--- src/rtl/apple_bus_dma.sv ---
// apple_bus_dma: Apple II slot-bus DMA master issuing single-byte reads/writes.
// Claims the bus through DMA and the daisy chain, then drives address, R/W and data during phi0.
module apple_bus_dma #(
    parameter int unsigned WRITE_DATA_CYCLE  = 8,
    parameter int unsigned READ_SAMPLE_CYCLE = 22,
    parameter int unsigned MAX_BURST         = 4
) (
    input  logic        clk_logic,
    input  logic        system_reset_n,
    input  logic        phi1_posedge,
    input  logic        phi1_negedge,
    input  logic        dma_in_n_i,
    input  logic        req_valid_i,
    output logic        req_ready_o,
    input  logic [15:0] req_addr_i,
    input  logic [7:0]  req_wdata_i,
    input  logic        req_rw_n_i,
    output logic        rsp_valid_o,
    output logic [7:0]  rsp_rdata_o,
    input  logic [7:0]  bus_d_i,
    output logic        dma_n_o,
    output logic        dma_out_n_o,
    output logic        addr_oe_o,
    output logic [15:0] addr_o,
    output logic        rw_n_o,
    output logic        data_oe_o,
    output logic [7:0]  data_o,
    output logic        busy_o
);
    localparam logic [5:0] WDC = 6'(WRITE_DATA_CYCLE);
    localparam logic [5:0] RSC = 6'(READ_SAMPLE_CYCLE);
    localparam logic [3:0] MB  = 4'(MAX_BURST);

    typedef enum logic [1:0] {IDLE, OWN_PHI1, PHI0} state_t;
    state_t      state;
    logic [15:0] lat_addr;
    logic [7:0]  lat_wdata;
    logic        lat_rw_n;
    logic [5:0]  cnt;
    logic [3:0]  burst;
    logic        cooldown;
    logic        sampled;
    logic        accept;

    // New cycles start only at a phi1 rise, from IDLE or as a burst continuation.
    assign accept = system_reset_n && phi1_posedge && req_valid_i && dma_in_n_i && !cooldown &&
                    (state == IDLE || (state == PHI0 && burst < MB));
    assign req_ready_o = accept;
    assign dma_out_n_o = (state == IDLE) ? dma_in_n_i : 1'b1;
    assign busy_o      = (state != IDLE);

    always_ff @(posedge clk_logic or negedge system_reset_n) begin
        if (!system_reset_n) begin
            state       <= IDLE;
            lat_addr    <= '0;
            lat_wdata   <= '0;
            lat_rw_n    <= 1'b1;
            cnt         <= '0;
            burst       <= '0;
            cooldown    <= 1'b0;
            sampled     <= 1'b0;
            dma_n_o     <= 1'b1;
            addr_oe_o   <= 1'b0;
            addr_o      <= '0;
            rw_n_o      <= 1'b1;
            data_oe_o   <= 1'b0;
            data_o      <= '0;
            rsp_valid_o <= 1'b0;
            rsp_rdata_o <= '0;
        end else begin
            rsp_valid_o <= 1'b0;
            if (phi1_posedge)
                cooldown <= accept && (burst + 4'd1 == MB);
            if (accept) begin
                lat_addr  <= req_addr_i;
                lat_wdata <= req_wdata_i;
                lat_rw_n  <= req_rw_n_i;
                burst     <= burst + 4'd1;
                dma_n_o   <= 1'b0;
                state     <= OWN_PHI1;
            end
            case (state)
                OWN_PHI1: if (phi1_negedge) begin
                    state     <= PHI0;
                    addr_oe_o <= 1'b1;
                    addr_o    <= lat_addr;
                    rw_n_o    <= lat_rw_n;
                    cnt       <= '0;
                    sampled   <= 1'b0;
                end
                PHI0: begin
                    cnt <= (cnt == 6'd63) ? cnt : cnt + 6'd1;
                    if (!lat_rw_n && cnt == WDC) begin
                        data_oe_o <= 1'b1;
                        data_o    <= lat_wdata;
                    end
                    // A short phi0 still returns data: sample at the closing edge if not done yet.
                    if (lat_rw_n && !sampled && (cnt == RSC || phi1_posedge)) begin
                        rsp_rdata_o <= bus_d_i;
                        rsp_valid_o <= 1'b1;
                        sampled     <= 1'b1;
                    end
                    if (phi1_posedge) begin
                        data_oe_o <= 1'b0;
                        if (!accept) begin
                            state     <= IDLE;
                            dma_n_o   <= 1'b1;
                            addr_oe_o <= 1'b0;
                            rw_n_o    <= 1'b1;
                            burst     <= '0;
                        end
                    end
                end
                default: ;
            endcase
        end
    end
endmodule
--- config.mk ---
export PLATFORM = sky130hd
export DESIGN_NAME = apple_bus_dma
export DESIGN_NICKNAME = d
export VERILOG_FILES = /design/src/rtl/apple_bus_dma.sv
export SDC_FILE = /design/constraint.sdc
export NUM_CORES = 1
export LEC_CHECK = 0
export BUFFER_PORTS_ARGS = -buffer_cell sky130_fd_sc_hd__buf_2
export CAP_MARGIN = 20
export CORE_MARGIN = 3
export CORE_UTILIZATION = 31
export DETAILED_ROUTE_END_ITERATION = 8
export HOLD_SLACK_MARGIN = 0.1
export MAX_ROUTING_LAYER = met4
export SETUP_SLACK_MARGIN = 0.4
export SLEW_MARGIN = 20
export SYNTH_ARGS = -nofsm -noshare
export SYNTH_HDL_FRONTEND = slang
export SYNTH_SLANG_ARGS = --single-unit
--- constraint.sdc ---
create_clock -name clk_logic -period 2.31 [get_ports clk_logic]
set_clock_uncertainty 0.15 [all_clocks]
set_input_delay 0.1155 -clock clk_logic [delete_from_list [all_inputs] [get_ports clk_logic]]
set_output_delay 0.1155 -clock clk_logic [all_outputs]
set_load 0.1 [all_outputs]
== After elaboration in Yosys (flattened, before gate mapping) ==
Index checks and enable logic that the tools add are counted.
Word-level totals
  register bits after elaboration: 76
  input port bits: 39
  output and inout bits: 40
  logic and storage cells: 88
Operators by class
  $add $sub $neg: 2
  order comparisons: 1
  equality and inequality tests: 11
  muxes and demuxes: 32
  reductions and logical operators: 26
Operators by type and width (count)
  1-bit 2-to-1 mux: 17
  4-bit 2-to-1 mux: 4
  6-bit 2-to-1 mux: 2
  6-bit one-hot mux with 2 select lines: 1
  1-bit logical AND: 10
  2-bit 2-to-1 mux: 4
  2-bit inequality test (second input constant): 4
  2-bit AND reduction: 4
  6-bit by 1-bit adder with 6-bit output (second input constant): 1
  6-bit by 4-bit == test with 1-bit output (second input constant): 1
  6-bit by 5-bit == test with 1-bit output (second input constant): 1
  6-bit == test (second input constant): 1
  1-bit one-hot mux with 2 select lines: 3
  3-bit AND reduction: 2
  2-bit nonzero test: 3
  4-bit by 1-bit adder with 4-bit output (second input constant): 1
  4-bit by 3-bit == test with 1-bit output (second input constant): 1
  4-bit by 3-bit < comparator with 1-bit output (second input constant): 1
  2-bit one-hot mux with 2 select lines: 1
  4-bit AND reduction: 1
  1-bit zero test: 3
  2-bit by 1-bit == test with 1-bit output (second input constant): 1
  2-bit == test (second input constant): 1
  2-bit zero test: 1
  other kinds (2): 3

== Depth between registers and ports, before layout ==
Gate-level depths: netlist (run 1).
  depth in word-level cells: 9
  gate-level depth with buffers: 10
  gate-level depth less buffers: 8

== Worst setup path before layout (run 1) ==
OpenSTA, ideal clock, no wires.
  kind: register to register
  start: register state[0]
  end: register burst[0]
  arrival: 2.142 ns
  data required time: 2.082 ns
  setup slack: -0.060 ns
  stages on the path, launching flop included: 10
  clock period less this slack: 2.370 ns
  cells stage by stage: dfrtp_1 -> inv_1 -> ha_1 -> buf_2 -> nor3b_2 -> o2111ai_2 -> inv_2 -> buf_2 -> ha_1 -> a21oi_1
Between the ends
  word-level cells in the longest chain between the ends: 8
RTL lines
  start, declared: RTL line 35  | state_t state;
  start signal, assigned: RTL line 54  | state <= IDLE;
  start signal, assigned: RTL line 80  | state <= OWN_PHI1;
  start signal, assigned: RTL line 84  | state <= PHI0;
  2-bit == test: RTL line 47  | (state == IDLE || (state == PHI0 && burst < MB));
  1-bit logical AND: RTL line 47
  1-bit logical OR (*): RTL line 47
  1-bit logical AND (*): RTL line 46  | assign accept = system_reset_n && phi1_posedge && req_valid_i && dma_in_n_i && !cooldown &&
  via req_ready_o: RTL line 14  | output logic req_ready_o,
  4-bit 2-to-1 mux: RTL line 74  | if (accept) begin
  4-bit 2-to-1 mux: RTL line 105  | if (!accept) begin
  4-bit 2-to-1 mux: RTL line 103  | if (phi1_posedge) begin
  4-bit 2-to-1 mux (*): RTL line 82  | case (state)
  end signal, assigned: RTL line 78  | burst <= burst + 4'd1;
  end, declared: RTL line 40  | logic [3:0] burst;
The timed path passes the listed nets; every way through them passes the cells marked *.
A chain may end at the register's enable or synchronous reset.

== Worst setup path after layout (run 1) ==
  start: register state[1]
  end: output req_ready_o
Between the ends
  word-level cells in the longest chain between the ends: 4
RTL lines (RTL line)
  2-bit == test: 47
  1-bit logical AND: 47
  1-bit logical OR (*): 47
  1-bit logical AND (*): 46
  end, declared: 14
Every way passes the cells marked *; elsewhere a longest branch is shown, timed or not.

==> out/qor.yml, run 1 <==
run_status:
  status: "completed"
floorplanning:
  dieArea_um2: 12000
  die_y_um: 109
  fp.dieW_um: 109
  start_util_pct: 31.9
  core_um2: 10400
  io_pins: 79
  rows: 37
critical_path:
  arrival_ns: 1.66
  end_kind: "output port"
  startpoint: "state[1]$_DFF_PN0_"
  timing.rr.start: "state[1]$_DFF_PN0_"
  cp_max_fo: 6
  startpoint_type: "register"
  slowest_stage: "dfrtp_1"
  crit_required_ns: 2.04
  path_class: "register to output port"
  cp_top_family: "flip-flops"
  cp_cell_sequence: "ha_4, nor3b_4, o2111ai_4, clkinv_4, buf_12"
  worst-path-buf-inv: 2
  slowest_delay_ns: 0.42
  ff2ff_setup_slack_ns: 0.40
global_route:
  grt_first_pass_wirelength_um: 11800
  grt-ovfl-total: 0
  grt_pass1_vias: 2482
  grt_util_all_layers_pct: 13.0
  grt_max_degree: 77
  antenna_found_initial: 0
sta:
  min_period_over_period_pct: 83.4
  worstMarginPinSlew_ns: 0.949
  max_freq_ghz: 0.519
  final_hold_viol_count: 0
  setup_viol: 0
  period_needed_ns: 1.93
  slew-limit-headroom_pct: 36.8
  rsz0062_at_grt: "yes"
  slew_viol_final: 0
  tns_ns: 0
yosys:
  synthTopCellsByArea: "dfrtp_1, nand2_1, mux2_2"
  syn_nets: 344
  synth_top_area_share_pct: 55.2
  yosysWarnings: 0
  netlist_instances: 296
  synth_area_um2: 3310
  synth-seq-cells: 76
  syn_area_per_cell_um2: 11.2
  yosysUniqueCellTypes: 36
  seq_area_frac_synth_pct: 57.5
  synth_top_cell_by_area: "dfrtp_1"
placed_design:
  hpwl_um: 4750
  gp_congestion: 0.769
  port_buffers: 78
clock_tree:
  clkLatencyLatePin_ns: 0.34
  cts_buffers: 9
  cts_buffer_depth: 2
  clock-sinks: 76
  cts_tree: "built"
  cts_root_buf: "clkbuf_8"
  h-tree-depth: 3
  cts.clk_slew.worst_paths_ns: 0.08
finish:
  layout_common_cells: "nand2_1, buf_2, dfrtp_1"
  syn2layout_area_growth_pct: 37.2
  drive_gt1_share_pct: 36.4
  nets: 472
  final_common_cell: "nand2_1"
  fillers: 1030
  antenna_cells: 0
  final_core_util_pct: 43.8
detailed_routing:
  antenna_left: 0
  drt_iter0_drc: 93
  wl_per_cell_um: 12.9
  drc_errors: 0
  num_vias: 2484
  routed_wirelength_um: 7260
  first_pass_iters: 4
  via_per_inst: 4.40
power:
  power_density_nw_per_um2: 1270
  leakage_uw: 0.00241
  irDropWorstVdd_v: 0.000912
worst_hold_path:
  hold_class: "register to register"
  min_from: "lat_addr[13]$_DFFE_PN0P_"
run:
  cap_violations: 0
[worst paths after layout]
path	end	cells past startpoint
setup reg to reg	burst[0]$_DFF_PN0_	7
min in group asynchronous	burst[2]$_DFF_PN0_	3
max in group asynchronous	cnt[3]$_DFFE_PN0P_	3
setup / recovery	req_ready_o	5
hold / removal	lat_addr[13]$_DFFE_PN0P_	2
hold reg to reg	lat_addr[13]$_DFFE_PN0P_	2
[layout make-up]
| cell class | instances | area [µm²] | share of cell area (%) |
|---|---|---|---|
| Clock inverter | 4 | 26.3 | 0.578 |
| Inverter | 12 | 50.0 | 1.10 |
| Sequential cell | 76 | 1910 | 41.9 |
| Clock buffer | 11 | 141 | 3.11 |
| Tap cell | 136 | 170 | 3.75 |
| Timing Repair Buffer | 126 | 862 | 19.0 |
| Multi-Input combinational cell | 199 | 1390 | 30.5 |
[worst min-delay path: stages, from the launching register on]
cell and delay [ns]:
dfrtp_1 0.34, nand2_1 0.05, nand2_1 0.06
[state kept, by name, summed over array words and instances (netlist names)]
signal	flops
sampled	1
data_o	8
rsp_valid_o	1
dma_n_o	1
rw_n_o	1
lat_addr	16
addr_oe_o	1
lat_wdata	8
cooldown	1
lat_rw_n	1
rsp_rdata_o	8
burst	4
addr_o	16
cnt	6
data_oe_o	1
state	2
[Yosys cell counts]
cell	n
nor3b_2	1
mux2_4	8
inv_1	11
mux2_2	24
clkbuf_1	1
nor2_1	6
xnor2_1	1
o2111ai_2	1
o21a_1	1
nor2b_1	3
o21ai_0	7
nand3b_4	2
nand3_1	6
mux2i_1	2
dfstp_2	3
o22a_1	1
dfrtp_1	73
o21bai_1	1
nand2b_1	5
a311oi_1	1
ha_1	9
and2_1	3
o31ai_4	1
nor3b_1	1
a31o_2	1
inv_2	1
a32o_1	1
buf_2	9
a31oi_1	1
o211a_1	2
nor3_1	1
nand4_1	3
and4bb_2	1
a21oi_1	10
nand2_1	91
o211ai_1	3
[routing by layer]
| layer | routed length (µm) | GRT usage (%) | vias up |
|---|---|---|---|
| met5 | 0 | - | - |
| met2 | 3450 | 20.9 | 52 |
| met3 | 308 | 3.76 | 9 |
| met1 | 3420 | 16.3 | 1183 |
| met4 | 80 | 3.29 | 0 |
| li1 | - | - | 1240 |
[stage by stage]
stage | worst slack (ns) | hold slack (ns) | instances | total power [µW] | cell area (µm²)
2_1_floorplan | 0.340 | -0.330 | 296 | 4320 | 3350
3_3_place_gp | 0.295 | 0.162 | 506 | 4780 | 3910
3_5_place_dp | 0.190 | 0.159 | 506 | 4820 | 3910
4_1_cts | 0.318 | 0.308 | 560 | 5820 | 4490
5_1_grt | 0.287 | 0.341 | 564 | 6140 | 4540
6_report | 0.384 | 0.321 | 564 | 5780 | 4540
[power breakdown]
part	internal, µW	leakage (µW)	switching, µW	total, µW
Sequential	1780	0.000989	271	2060
Combinational	715	0.00134	2130	2840
Clock	412	0.0000852	471	884
[what timing repair did]
action | in CTS | in global routing
resized for setup | 6 | 7
setup buffers | 3 | 3
endpoints found under the setup margin | 51 | 48
hold buffers | 36 | 0
pin swaps | 0 | 3
gates cloned | 0 | 1
endpoints found under the hold margin | 111 | 0
[cell families after synthesis]
family                   count (synthesis)  share of synthesized area, %
flip-flops                              76                          57.5
AO/OA/AOI/OAI                           31                          6.69
multiplexers                            34                          12.4
XOR/XNOR                                 1                         0.264
adder cells (fa/ha/maj)                  9                          3.40
AND/OR/NAND/NOR                        123                          16.9
buffers and inverters                   22                          2.83
No activity file was read; power rests on OpenSTA's default activity.
==> run 2, diff against run 1 <==
==> constraint.sdc (replaced) <==
create_clock -name clk_logic -period 2 [get_ports clk_logic]
set_clock_uncertainty 0.15 [all_clocks]
set_input_delay 0.1 -clock clk_logic [delete_from_list [all_inputs] [get_ports clk_logic]]
set_output_delay 0.1 -clock clk_logic [all_outputs]
set_load 0.1 [all_outputs]
==> run 2 against run 1 <==
Effect of this change: count of clock-buffer cells in the layout down 2; register-to-register slack worse by 0.38 ns; die area unchanged; combinational power up 32%; sequential power up 15%; critical path depth up 3; total power up 31%; non-clock buffer count up 17; global-route usage up 1.8 points; wire length up 17%; via count up 6.5%; critical endpoint is now rsp_rdata_o[2]$_DFFE_PN0P_.
==> out/qor.yml, run 2 (synthesized netlist as in run 1, its figures left out) <==
run_status:
  status: "completed"
floorplanning:
  fp.dieW_um: 109
  rows: 37
  dieArea_um2: 12000
  core_um2: 10400
  start_util_pct: 31.9
  die_y_um: 109
  io_pins: 79
detailed_routing:
  first_pass_iters: 4
  via_per_inst: 4.54
  wl_per_cell_um: 14.6
  num_vias: 2645
  drt_iter0_drc: 80
  antenna_left: 0
  routed_wirelength_um: 8490
  drc_errors: 0
finish:
  antenna_cells: 0
  layout_common_cells: "nand2_1, buf_2, dfrtp_1"
  nets: 489
  top_regs: "addr_o (16), lat_addr (16)"
  final_core_util_pct: 48.8
  fillers: 927
  syn2layout_area_growth_pct: 52.8
  drive_gt1_share_pct: 43.0
  final_common_cell: "nand2_1"
global_route:
  met1_usage_pct: 18.8
  grt_pass1_vias: 2691
  use_met3_pct: 4.17
  grt_first_pass_wirelength_um: 13300
  grt_util_all_layers_pct: 14.9
  grt-ovfl-total: 0
  antenna_found_initial: 0
  grt.busiest_layer: "met2"
  met2_usage_pct: 24.2
  grt_max_degree: 77
critical_path:
  startpoint: "state[0]$_DFF_PN0_"
  crit_required_ns: 2.08
  arrival_ns: 2.06
  cp_max_fo: 5
  end_kind: "register"
  path_class: "register to register"
  startpoint_type: "register"
  timing.rr.start: "state[0]$_DFF_PN0_"
sta:
  worstMarginPinSlew_ns: 0.955
  period_needed_ns: 1.98
  final_hold_viol_count: 0
  max_freq_ghz: 0.505
  slew_viol_final: 0
  worst_slack_ns: 0.0187
  setup_viol: 0
  rsz0062_at_grt: "yes"
  slew-limit-headroom_pct: 36.4
  min_period_over_period_pct: 99.1
power:
  combPwrFrac_pct: 49.7
  leakage_uw: 0.00264
  power_density_nw_per_um2: 1490
  swShare_pct: 46.9
  irDropWorstVdd_v: 0.000856
  internal_power_uw: 4010
  netSwitchingPower_uw: 3550
  power.share.clock_pct: 18.9
  power_frac_seq_pct: 31.4
  power.total_uw: 7560
clock_tree:
  cts_root_buf: "clkbuf_8"
  clkLatencyLatePin_ns: 0.34
  cts_buffers: 9
  cts_tree: "built"
  clock-sinks: 76
  cts.clk_slew.worst_paths_ns: 0.08
  cts_buffer_depth: 2
  h-tree-depth: 3
placed_design:
  place_ws_ns: 0.0513
  port_buffers: 78
  gp_congestion: 0.800
  hpwl_um: 5040
worst_hold_path:
  min_from: "phi1_posedge"
  hold_class: "input pin to register"
run:
  cap_violations: 0
run 2: cell types whose count changed in the layout (fill, tap and decap cells not counted), sizes merged:
cell    before  now
bufbuf       0    2
bufinv       0    3
clkinv       4    1
buf         90  105
inv         11   14
clkbuf      11    9
run 2: final timing paths:
check | endpoint | slack (ns) | depth (start not counted)
setup / recovery | rsp_rdata_o[2]$_DFFE_PN0P_ | 0.02 | 8
hold / removal | burst[0]$_DFF_PN0_ | 0.13 | 4
setup reg to reg | rsp_rdata_o[2]$_DFFE_PN0P_ | 0.02 | 8
hold reg to reg | lat_wdata[2]$_DFFE_PN0P_ | 0.33 | 2
max in group asynchronous | data_oe_o$_DFFE_PN0P_ | 0.65 | 3
min in group asynchronous | burst[1]$_DFF_PN0_ | 0.42 | 3
run 2: per-stage QoR:
stage / setup TNS (ns) / cell area, µm² / hold WS (ns) / cells
2_1_floorplan: 0 / 3370 / -0.346 / 296
3_3_place_gp: 0 / 3960 / 0.141 / 510
3_5_place_dp: 0 / 3960 / 0.148 / 510
4_1_cts: 0 / 4930 / 0.103 / 576
5_1_grt: -0.331 / 5060 / 0.134 / 582
6_report: 0 / 5060 / 0.133 / 582
run 2: cell type report:
cell class              instances  area, µm²  area share (%)
clock buffers                   9        124            2.45
clock inverters                 7        123            2.42
inverters                      12       47.5           0.939
multi-input cells             199       1520            30.0
flip-flops and latches         76       1910            37.7
well taps                     136        170            3.36
repair buffers                143       1170            23.2
run 2: power by group through the flow:
stage          sequential, µW  combinational, µW  clock (µW)
6_report                 2370               3760        1430
5_1_grt                  2440               3980        1540
3_3_place_gp             2360               3210           0
2_1_floorplan            3900               1100           0
3_5_place_dp             2380               3250           0
4_1_cts                  2360               3610        1470
run 2: worst max-delay path, stage by stage (launching register included):
cell	delay, ns
dfrtp_1	0.40
inv_2	0.08
ha_4	0.13
buf_4	0.15
nand3b_4	0.09
o31ai_4	0.24
buf_6	0.15
nand3b_4	0.15
mux2_4	0.33
run 2: routing by layer:
metal | vias to the layer above | part of all wire [%] | wire (µm)
li1 | 1281 | - | -
met1 | 1297 | 44 | 3760
met2 | 59 | 51 | 4310
met3 | 8 | 4.1 | 350
met4 | 0 | 0.74 | 63
met5 | - | 0 | 0
run 2: what timing repair did:
| item | in CTS | in global routing |
|---|---|---|
| resized for setup | 42 | 20 |
| cloned | 3 | 1 |
| endpoints found under the setup margin | 77 | 79 |
| endpoints found under the hold margin | 110 | 0 |
| buffers inserted | 11 | 5 |
| pin swaps | 6 | 6 |
| hold buffers | 36 | 0 |
